===== src/rtl/cmm_pkg.sv =====
// Shared types and defaults for the complex matrix multiplier result path.
// The lane helpers define the real/imag packing of a result bundle.
package cmm_pkg;

  localparam int unsigned CMM_SIZE  = 8;
  localparam int unsigned CMM_WIDTH = 64;

  typedef struct packed {
    logic [CMM_WIDTH-1:0] re;
    logic [CMM_WIDTH-1:0] im;
  } cplx_t;

  typedef enum logic {
    ST_IDLE = 1'b0,
    ST_SEND = 1'b1
  } ser_state_e;

  // Element k occupies lane 2k (real) and lane 2k+1 (imag).
  function automatic int unsigned re_lane(input int unsigned k);
    return k << 1;
  endfunction

  function automatic int unsigned im_lane(input int unsigned k);
    return (k << 1) | 32'd1;
  endfunction

endpackage


===== src/rtl/complex_result_serializer_if.sv =====
// Wide bundle input and narrow per-element output stream of the result serializer.
interface complex_result_serializer_if
  import cmm_pkg::*;
#(
  parameter int unsigned SIZE  = CMM_SIZE,
  parameter int unsigned WIDTH = CMM_WIDTH
);
  localparam int unsigned IDX_W = (SIZE > 1) ? $clog2(SIZE) : 1;

  logic                            in_valid_i;
  logic                            in_ready_o;
  logic [2*SIZE-1:0][WIDTH-1:0]    result_i;
  logic                            out_valid_o;
  logic                            out_ready_i;
  logic [WIDTH-1:0]                out_re_o;
  logic [WIDTH-1:0]                out_im_o;
  logic [IDX_W-1:0]                out_idx_o;
  logic                            out_last_o;

  modport slave (
    input  in_valid_i, result_i, out_ready_i,
    output in_ready_o, out_valid_o, out_re_o, out_im_o, out_idx_o, out_last_o
  );

  modport master (
    output in_valid_i, result_i, out_ready_i,
    input  in_ready_o, out_valid_o, out_re_o, out_im_o, out_idx_o, out_last_o
  );
endinterface


===== src/rtl/complex_result_serializer.sv =====
// Captures one wide complex result bundle and streams it out one element per beat.
// in_ready_o combinationally follows out_ready_i on the last beat so bundles chain without bubbles.
module complex_result_serializer
  import cmm_pkg::*;
#(
  parameter int unsigned SIZE  = CMM_SIZE,
  parameter int unsigned WIDTH = CMM_WIDTH
) (
  input  logic clk_i,
  input  logic rst_ni,
  input  logic flush_i,
  output logic busy_o,
  complex_result_serializer_if.slave bus
);

  localparam int unsigned      IDX_W    = (SIZE > 1) ? $clog2(SIZE) : 1;
  localparam int unsigned      LANE_W   = $clog2(2 * SIZE);
  localparam logic [IDX_W-1:0] LAST_IDX = IDX_W'(SIZE - 1);

  ser_state_e                   state_q, state_d;
  logic [IDX_W-1:0]             idx_q, idx_d;
  logic [2*SIZE-1:0][WIDTH-1:0] bundle_q, bundle_d;
  logic                         in_ready_c;
  logic                         is_last_c;
  logic [LANE_W-1:0]            lane_re_c, lane_im_c;

  always_ff @(posedge clk_i or negedge rst_ni) begin
    if (!rst_ni) begin
      state_q  <= ST_IDLE;
      idx_q    <= '0;
      bundle_q <= '0;
    end else begin
      state_q  <= state_d;
      idx_q    <= idx_d;
      bundle_q <= bundle_d;
    end
  end

  assign is_last_c = (idx_q == LAST_IDX);

  // Next state; flush overrides every handshake in the same cycle.
  always_comb begin
    state_d    = state_q;
    idx_d      = idx_q;
    bundle_d   = bundle_q;
    in_ready_c = 1'b0;
    unique case (state_q)
      ST_IDLE: begin
        in_ready_c = 1'b1;
        if (bus.in_valid_i) begin
          state_d  = ST_SEND;
          idx_d    = '0;
          bundle_d = bus.result_i;
        end
      end
      ST_SEND: begin
        if (bus.out_ready_i) begin
          if (is_last_c) begin
            in_ready_c = 1'b1;
            idx_d      = '0;
            if (bus.in_valid_i) begin
              bundle_d = bus.result_i;
            end else begin
              state_d = ST_IDLE;
            end
          end else begin
            idx_d = idx_q + IDX_W'(1);
          end
        end
      end
      default: state_d = ST_IDLE;
    endcase
    if (flush_i) begin
      state_d    = ST_IDLE;
      idx_d      = '0;
      bundle_d   = bundle_q;
      in_ready_c = 1'b0;
    end
  end

  assign lane_re_c = LANE_W'(re_lane(32'(idx_q)));
  assign lane_im_c = LANE_W'(im_lane(32'(idx_q)));

  assign bus.in_ready_o  = in_ready_c;
  assign bus.out_valid_o = (state_q == ST_SEND);
  assign bus.out_last_o  = (state_q == ST_SEND) && is_last_c;
  assign bus.out_re_o    = bundle_q[lane_re_c];
  assign bus.out_im_o    = bundle_q[lane_im_c];
  assign bus.out_idx_o   = idx_q;
  assign busy_o          = (state_q == ST_SEND);

endmodule


===== src/flat_wrapper.sv =====
// flat-port wrapper written by rule: the top's interface ports become plain ports
module complex_result_serializer_flat import cmm_pkg::*;
#(
  parameter int unsigned SIZE  = CMM_SIZE,
  parameter int unsigned WIDTH = CMM_WIDTH
)
  (clk_i, rst_ni, flush_i, busy_o, bus_in_valid_i, bus_result_i, bus_out_ready_i, bus_in_ready_o, bus_out_valid_o, bus_out_re_o, bus_out_im_o, bus_out_idx_o, bus_out_last_o);
  complex_result_serializer_if #(.SIZE(SIZE), .WIDTH(WIDTH)) bus_i ();
  input  logic clk_i;
  input  logic rst_ni;
  input  logic flush_i;
  output logic busy_o;
  input wire logic [$bits(bus_i.in_valid_i)-1:0] bus_in_valid_i;
  input wire logic [$bits(bus_i.result_i)-1:0] bus_result_i;
  input wire logic [$bits(bus_i.out_ready_i)-1:0] bus_out_ready_i;
  output wire logic [$bits(bus_i.in_ready_o)-1:0] bus_in_ready_o;
  output wire logic [$bits(bus_i.out_valid_o)-1:0] bus_out_valid_o;
  output wire logic [$bits(bus_i.out_re_o)-1:0] bus_out_re_o;
  output wire logic [$bits(bus_i.out_im_o)-1:0] bus_out_im_o;
  output wire logic [$bits(bus_i.out_idx_o)-1:0] bus_out_idx_o;
  output wire logic [$bits(bus_i.out_last_o)-1:0] bus_out_last_o;
  assign bus_i.in_valid_i = bus_in_valid_i;
  assign bus_i.result_i = bus_result_i;
  assign bus_i.out_ready_i = bus_out_ready_i;
  assign bus_in_ready_o = bus_i.in_ready_o;
  assign bus_out_valid_o = bus_i.out_valid_o;
  assign bus_out_re_o = bus_i.out_re_o;
  assign bus_out_im_o = bus_i.out_im_o;
  assign bus_out_idx_o = bus_i.out_idx_o;
  assign bus_out_last_o = bus_i.out_last_o;
  complex_result_serializer #(.SIZE(SIZE), .WIDTH(WIDTH)) u_core (.clk_i(clk_i), .rst_ni(rst_ni), .flush_i(flush_i), .busy_o(busy_o), .bus(bus_i));
endmodule

===== config.mk =====
export PLATFORM = sky130hd
export DESIGN_NAME = complex_result_serializer_flat
export DESIGN_NICKNAME = d
export VERILOG_FILES = /design/src/rtl/cmm_pkg.sv /design/src/rtl/complex_result_serializer_if.sv /design/src/rtl/complex_result_serializer.sv /design/src/flat_wrapper.sv
export SDC_FILE = /design/constraint.sdc
export NUM_CORES = 1
export LEC_CHECK = 0
export ABC_AREA = 1
export CAP_MARGIN = 20
export CORE_AREA = 5 5 454 456
export DETAILED_ROUTE_END_ITERATION = 10
export DIE_AREA = 0 0 459 461
export GPL_ROUTABILITY_DRIVEN = 1
export SYNTH_ARGS = -nofsm -noshare
export SYNTH_HDL_FRONTEND = slang
export SYNTH_SLANG_ARGS = --single-unit

===== constraint.sdc =====
create_clock -name clk_i -period 2 [get_ports clk_i]
set_input_delay 0.4 -clock clk_i [delete_from_list [all_inputs] [get_ports clk_i]]
set_output_delay 0.4 -clock clk_i [all_outputs]
set_load 0.1 [all_outputs]

==> results of run 1 <==
-- kinds of logic after synthesis --
group                      Yosys count  synth area share [%]
and+or+nand+nor                   3213                  23.4
DFF                               1028                  47.4
buffers and inverters             2483                  19.6
adders and majority gates            3                0.0691
AOI/OAI and AO/OA                 1030                  9.49
-- path summary, 6_finish.rpt --
| check | from | to | slack [ns] |
|---|---|---|---|
| hold / removal | rst_ni | u_core.bundle_q[66] | 0.11 |
| hold reg to reg | u_core.bundle_q[380] | u_core.bundle_q[380] | 0.48 |
| setup reg to reg | u_core.bus.out_idx_o[0] | u_core.bundle_q[556] | -0.45 |
| max in group asynchronous | rst_ni | u_core.bundle_q[823] | 0.91 |
| setup / recovery | u_core.bus.out_idx_o[0] | bus_out_re_o[33] | -1.14 |
| min in group clk_i | bus_result_i[892] | u_core.bundle_q[892] | 0.13 |
-- flip-flops by register name, indices dropped and copies added, names as in the netlist --
register / count
u_core.bundle_q: 1024
u_core.bus.out_idx_o: 3
u_core.bus.out_valid_o: 1
-- power by group through the flow --
| stage | Clock, mW | Sequential, mW | Combinational, mW |
|---|---|---|---|
| finish | 25.6 | 26.9 | 24.8 |
| global route | 26.9 | 27.3 | 26.8 |
| CTS | 26.1 | 26.8 | 24.7 |
| detailed placement | 0 | 27.1 | 24.0 |
| global placement | 0 | 27.0 | 24.0 |
| floorplan | 0 | 26.4 | 13.6 |
-- what timing repair did --
action / in CTS / in global routing
endpoints found under the hold margin: 443 / 0
setup buffers: 16 / 2
gates cloned: 14 / 3
hold buffers: 1 / 0
gates resized for setup: 207 / 102
pin swaps: 13 / 9
endpoints found under the setup margin: 1077 / 1158
-- layer usage --
metal / global-route usage (%) / routed length [um]
met5: 0 / 392
met4: 9.43 / 10300
met3: 6.07 / 21600
met2: 34.3 / 109000
met1: 34.1 / 119000
-- placed cells by master, fill, tap and decap left out, drive strengths merged, types with 2 or more instances in the layout --
master and n:
bufbuf 2, nor2 2, clkinvlp 6, clkbuf 187, a21oi 2, clkinv 21
bufinv 14, inv 2067, diode 65, clkdlybuf4s50 1027, nand3 516, o21ai 1028
dfrtp 1028, ha 3, nand2 2694, buf 574
-- cell type report --
type | instances | area (um2) | area share [%]
antenna | 65 | 163 | 0.199
multi-input combinational | 4246 | 21000 | 25.7
clock buffer | 184 | 3730 | 4.56
timing repair buffer | 1607 | 19000 | 23.3
clock inverter | 49 | 878 | 1.08
sequential | 1028 | 25700 | 31.5
inverter | 2057 | 7760 | 9.49
timing repair inverter | 2 | 27.5 | 0.0337
tap | 2672 | 3340 | 4.09
==> flow_metrics.py, run 1 <==
metrics = {
    "floorplan": {
        "core_area_mm2": 0.201,
        "io_pins": 1164,
        "die_w_um": 459,
        "chipHeight_um": 461,
        "start_util_pct": 27.0,
        "fp-row-count": 165,
        "die-area_mm2": 0.212,
    },
    "global_routing": {
        "grt_max_degree": 105,
        "grt_pass1_wl_um": 366000,
        "grt-ovfl-total": 0,
        "grt_pass1_vias": 51500,
        "antenna_found_initial": 137,
        "grtUsageTotal_pct": 23.9,
    },
    "clock_network": {
        "htreeDepth": 4,
        "cts_tree": "built",
        "cts.path.max_buffers": 3,
        "root_buffer": "clkbuf_16",
        "insertion_delay_ns": 0.82,
        "cts_buffers": 130,
        "clk_pin_slew_ns": 0.06,
        "cts_sinks": 1028,
    },
    "yosys": {
        "ys_seq_area_share_pct": 47.4,
        "synth.net_count": 8789,
        "syn-cell-area_mm2": 0.0543,
        "netlist_top_cells_count": "nand2_1 (2,694), inv_1 (2,055), dfrtp_1 (1,028), o21ai_0 (787), nand3_1 (515)",
        "netlist_top_cells_area": "dfrtp_1 (47%), nand2_1 (19%), inv_1 (14%), o21ai_0 (7.3%), nand3_1 (4.7%)",
        "yosysMostFrequentCell": "nand2_1",
        "synth_flop_cell": "dfrtp_1",
        "syn_inst": 7757,
        "synth_edf_count": 0,
        "ys_types": 18,
        "synth-async-reset-ratio_pct": 100,
        "synth_area_leader_cell": "dfrtp_1",
        "syn_avg_cell_area_um2": 7.00,
        "synth_warnings": 0,
        "synth_top_area_share_pct": 47.4,
        "ys_ff_latch": 1028,
    },
    "timing": {
        "clock_skew_ns": 0.0345,
        "worst_hold_slack_ns": 0.105,
        "grt_setup_unrepaired": "yes",
        "fmax_ghz": 0.318,
        "fin_crit_ns": 3.14,
        "fin_ws_ns": -1.14,
        "relSlewSlack_pct": 55.0,
        "finalMaxSlewViolations": 0,
        "min_period_over_period_pct": 157,
        "finalSetupTns_ns": -472.79,
        "tightest_slew_ns": 0.675,
        "final-hold-violation-count": 0,
        "setup_viol": 1157,
    },
    "outcome": {
        "status": "finished, violations left",
        "violations": "negative setup slack",
    },
    "layout": {
        "area_delta_synth_final_pct": 50.5,
        "fillers": 20500,
        "fin_nets": 10100,
        "drive_gt1_share_pct": 13.5,
        "final_core_util_pct": 40.6,
        "stdcell_area_mm2": 0.0817,
        "stdcell_count": 11900,
    },
    "worst_setup_path": {
        "crit_path_frequent_cell": "buf_12",
        "crit_slowest_cell": "dfrtp_4",
        "crit_family": "buffers and inverters",
        "cp_num_cells": 11,
        "r2r_cells": 12,
        "end_kind": "output pin",
        "max_stage_delay_ns": 0.50,
        "arrival_ns": 2.74,
        "cp_cell_sequence": "buf_12, buf_12, buf_4, nand2_1, nand3_1, nand2_2, buf_12, nand2_1, buf_4, nand2_4, buf_12",
        "critPathKind": "flip-flop to output pin",
        "startpoint_type": "flip-flop",
        "crit_buf_inv": 6,
        "cp_max_fo": 14,
        "worstPathRequired_ns": 1.60,
    },
    "pwr": {
        "power.total_mw": 77.2,
        "sw_frac_of_total_pct": 36.1,
        "power.density_mw_per_mm2": 945,
        "intPower_mw": 49.4,
        "clkPwrFrac_pct": 33.1,
        "power_leakage_nw": 43.4,
        "p_switching_mw": 27.8,
        "combPwrFrac_pct": 32.1,
        "power_frac_seq_pct": 34.8,
        "vdd_drop_max_mv": 0.878,
    },
    "placement": {
        "portBuffers": 1163,
        "place_ws_ns": -0.459,
        "hpwl_um": 206000,
        "dp_cells": 11600,
        "place_area_mm2": 0.0752,
        "place.gp.congestion": 0.944,
    },
    "detailed_routing": {
        "ant_nets": 0,
        "postRouteWirelength_um": 260000,
        "avgViaCountPerCell": 4.44,
        "num_vias": 52900,
        "drt_iter0_markers": 4867,
        "drc_errors": 0,
        "wire_per_inst_um": 21.8,
        "dr.pass1.iters": 6,
    },
    "run": {
        "cap_violations": 0,
    },
    "min_path": {
        "hold_path.class": "input port to asynchronous set/reset pin",
    },
}
Note: power is estimated with default switching activity, not from simulation.
==> run 2, diff against run 1 <==
--- a/config.mk
+++ b/config.mk
@@ -8,6 +8,7 @@
 export ABC_AREA = 1
 export CAP_MARGIN = 20
 export CORE_AREA = 5 5 454 456
+export CTS_CLUSTER_DIAMETER = 100
 export DETAILED_ROUTE_END_ITERATION = 10
 export DIE_AREA = 0 0 459 461
 export GPL_ROUTABILITY_DRIVEN = 1
==> run 2 against run 1 <==
- the flow still finishes with violations (negative setup slack)
- register-to-register slack worse by 0.07 ns
- sequential share of layout area fell by 0.42 points
- hold slack better by 0.026 ns
- non-clock buffer count rose by 7
- critical endpoint is now bus_out_re_o[41]
==> flow_metrics.py, run 2 (synthesis gave the netlist of run 1 again) <==
metrics = {
    "clock_network": {
        "cts_sinks": 1028,
        "root_buffer": "clkbuf_16",
        "insertion_delay_ns": 0.76,
        "cts.path.max_buffers": 3,
        "cts_buffers": 121,
        "clk_pin_slew_ns": 0.07,
        "htreeDepth": 3,
        "cts_tree": "built",
    },
    "layout": {
        "stdcell_count": 11900,
        "largest-register": "u_core.bundle_q",
        "final_common_cell": "nand2_1",
        "fillers": 20400,
        "area_delta_synth_final_pct": 52.5,
        "fin_nets": 10100,
        "drive_gt1_share_pct": 15.6,
        "largest_register_ffs": 1024,
        "final_cell_mix": "nand2_1 (2,167), inv_1 (2,053), clkdlybuf4s50_1 (1,027), dfrtp_1 (1,024), o21ai_0 (787)",
    },
    "worst_setup_path": {
        "cp_cell_sequence": "buf_12, buf_16, buf_12, buf_8, nand2_2, nand3_2, nand2_4, nand2_2, buf_8, nand2_8, buf_12",
        "end_kind": "output pin",
        "cp_max_fo": 8,
        "arrival_ns": 2.70,
        "r2r_setup_slack_ns": -0.52,
        "max_stage_delay_ns": 0.51,
        "critPathKind": "flip-flop to output pin",
        "crit_path_frequent_cell": "buf_12",
        "crit_slowest_cell": "dfrtp_4",
        "startpoint_type": "flip-flop",
        "worstPathRequired_ns": 1.60,
    },
    "floorplan": {
        "die-area_mm2": 0.212,
        "fp-row-count": 165,
        "core_area_mm2": 0.201,
        "chipHeight_um": 461,
        "die_w_um": 459,
        "io_pins": 1164,
        "start_util_pct": 27.0,
    },
    "detailed_routing": {
        "num_vias": 53000,
        "postRouteWirelength_um": 263000,
        "avgViaCountPerCell": 4.45,
        "wire_per_inst_um": 22.1,
        "drc_errors": 0,
        "dr.pass1.iters": 5,
        "ant_nets": 0,
        "drt_iter0_markers": 4891,
    },
    "timing": {
        "finalMaxSlewViolations": 0,
        "relSlewSlack_pct": 58.6,
        "fmax_ghz": 0.323,
        "tightest_slew_ns": 0.622,
        "setup_viol": 1157,
        "final-hold-violation-count": 0,
        "min_period_over_period_pct": 155,
        "finalSetupTns_ns": -523.86,
        "clock_skew_ns": 0.0365,
        "fin_crit_ns": 3.10,
        "fin_ws_ns": -1.10,
        "grt_setup_unrepaired": "yes",
    },
    "pwr": {
        "vdd_drop_max_mv": 0.752,
        "power.density_mw_per_mm2": 925,
        "power_leakage_nw": 43.7,
    },
    "outcome": {
        "status": "finished, violations left",
        "violations": "negative setup slack",
    },
    "min_path": {
        "hold_path.class": "input port to asynchronous set/reset pin",
    },
    "placement": {
        "portBuffers": 1163,
        "dp_cells": 11600,
        "place.gp.congestion": 0.944,
        "hpwl_um": 206000,
    },
    "global_routing": {
        "grtUsageTotal_pct": 23.6,
        "grt-ovfl-total": 0,
        "grt_pass1_vias": 51200,
        "grt_pass1_wl_um": 363000,
        "antenna_found_initial": 136,
        "grt_max_degree": 105,
    },
    "run": {
        "cap_violations": 0,
    },
}
run 2: cell types whose count changed in the layout (fill, tap and decap cells not counted), moves of 8 or more:
cell	delta
nand2_2	+70
nand3_2	+48
buf_12	-8
clkinv_2	+10
nand3_1	-60
nand3_4	+12
nand2_4	+57
buf_6	+16
buf_4	-26
buf_8	+11
nand2_1	-129
run 2: area by class of cell:
type                    count  area (um2)  share of cell area [%]
inverters                2057        7770                    9.38
repair inverters            3        57.6                  0.0695
repair buffers           1614       19400                    23.4
clock buffers             168        3460                    4.18
multi-input cells        4246       22100                    26.6
flip-flops and latches   1028       25700                    31.1
clock inverters            57         838                    1.01
diodes                     66         165                   0.199
well taps                2672        3340                    4.04
run 2: where the power goes:
group | internal (mW) | leakage (nW) | switching (mW)
Clock | 14.4 | 2.12 | 9.89
Sequential | 24.6 | 12.8 | 2.24
Combinational | 10.0 | 28.8 | 15.4
Total | 49.0 | 43.7 | 27.6
run 2: final timing paths:
kind                                              start              endpoint  cells after the start
max in group asynchronous                        rst_ni  u_core.bundle_q[699]                      5
worst max register to register  u_core.bus.out_idx_o[0]  u_core.bundle_q[902]                     12
worst max-delay path            u_core.bus.out_idx_o[0]      bus_out_re_o[41]                     11
min in group clk_i                     bus_result_i[77]   u_core.bundle_q[77]                      3
worst min register to register     u_core.bundle_q[281]  u_core.bundle_q[281]                      2
worst min-delay path                             rst_ni  u_core.bundle_q[313]                      2
run 2: routing by layer:
metal / part of all wire [%] / global-route usage [%] / up-vias
met3: 8.9 / 6.83 / 445
met5: 0.14 / 0 / -
li1: - / - / 25400
met4: 4.6 / 10.1 / 56
met1: 45 / 33.2 / 25100
met2: 42 / 33.6 / 2051
run 2: stage by stage:
step	total power [mW]	worst slack, ns	utilization (%)	hold WS [ns]	instance area, um2
6_report	76.6	-1.10	41.1	0.131	82800
5_1_grt	80.4	-1.22	41.1	0.0938	82700
4_1_cts	76.2	-1.21	40.0	0.0216	80500
3_5_place_dp	51.1	-0.459	37.3	0.326	75200
3_3_place_gp	51.0	-0.437	37.3	0.326	75200
2_1_floorplan	40.1	-0.168	-	0.104	56800
run 2: worst max-delay path: cells and delay by family (launching register included):
family	cells	cell delay [ns]
AND/OR/NAND/NOR	5	0.38
buffers and inverters	6	0.97
flip-flops	1	0.51
run 2: timing repair:
item                                   in CTS  in global routing
cloned                                     10                 22
setup endpoints to repair                1096               1158
gates resized for setup                   177                438
pin swaps                                   6                101
hold buffers                                1                  0
setup buffers                               8                  9
endpoints found under the hold margin     342                  0
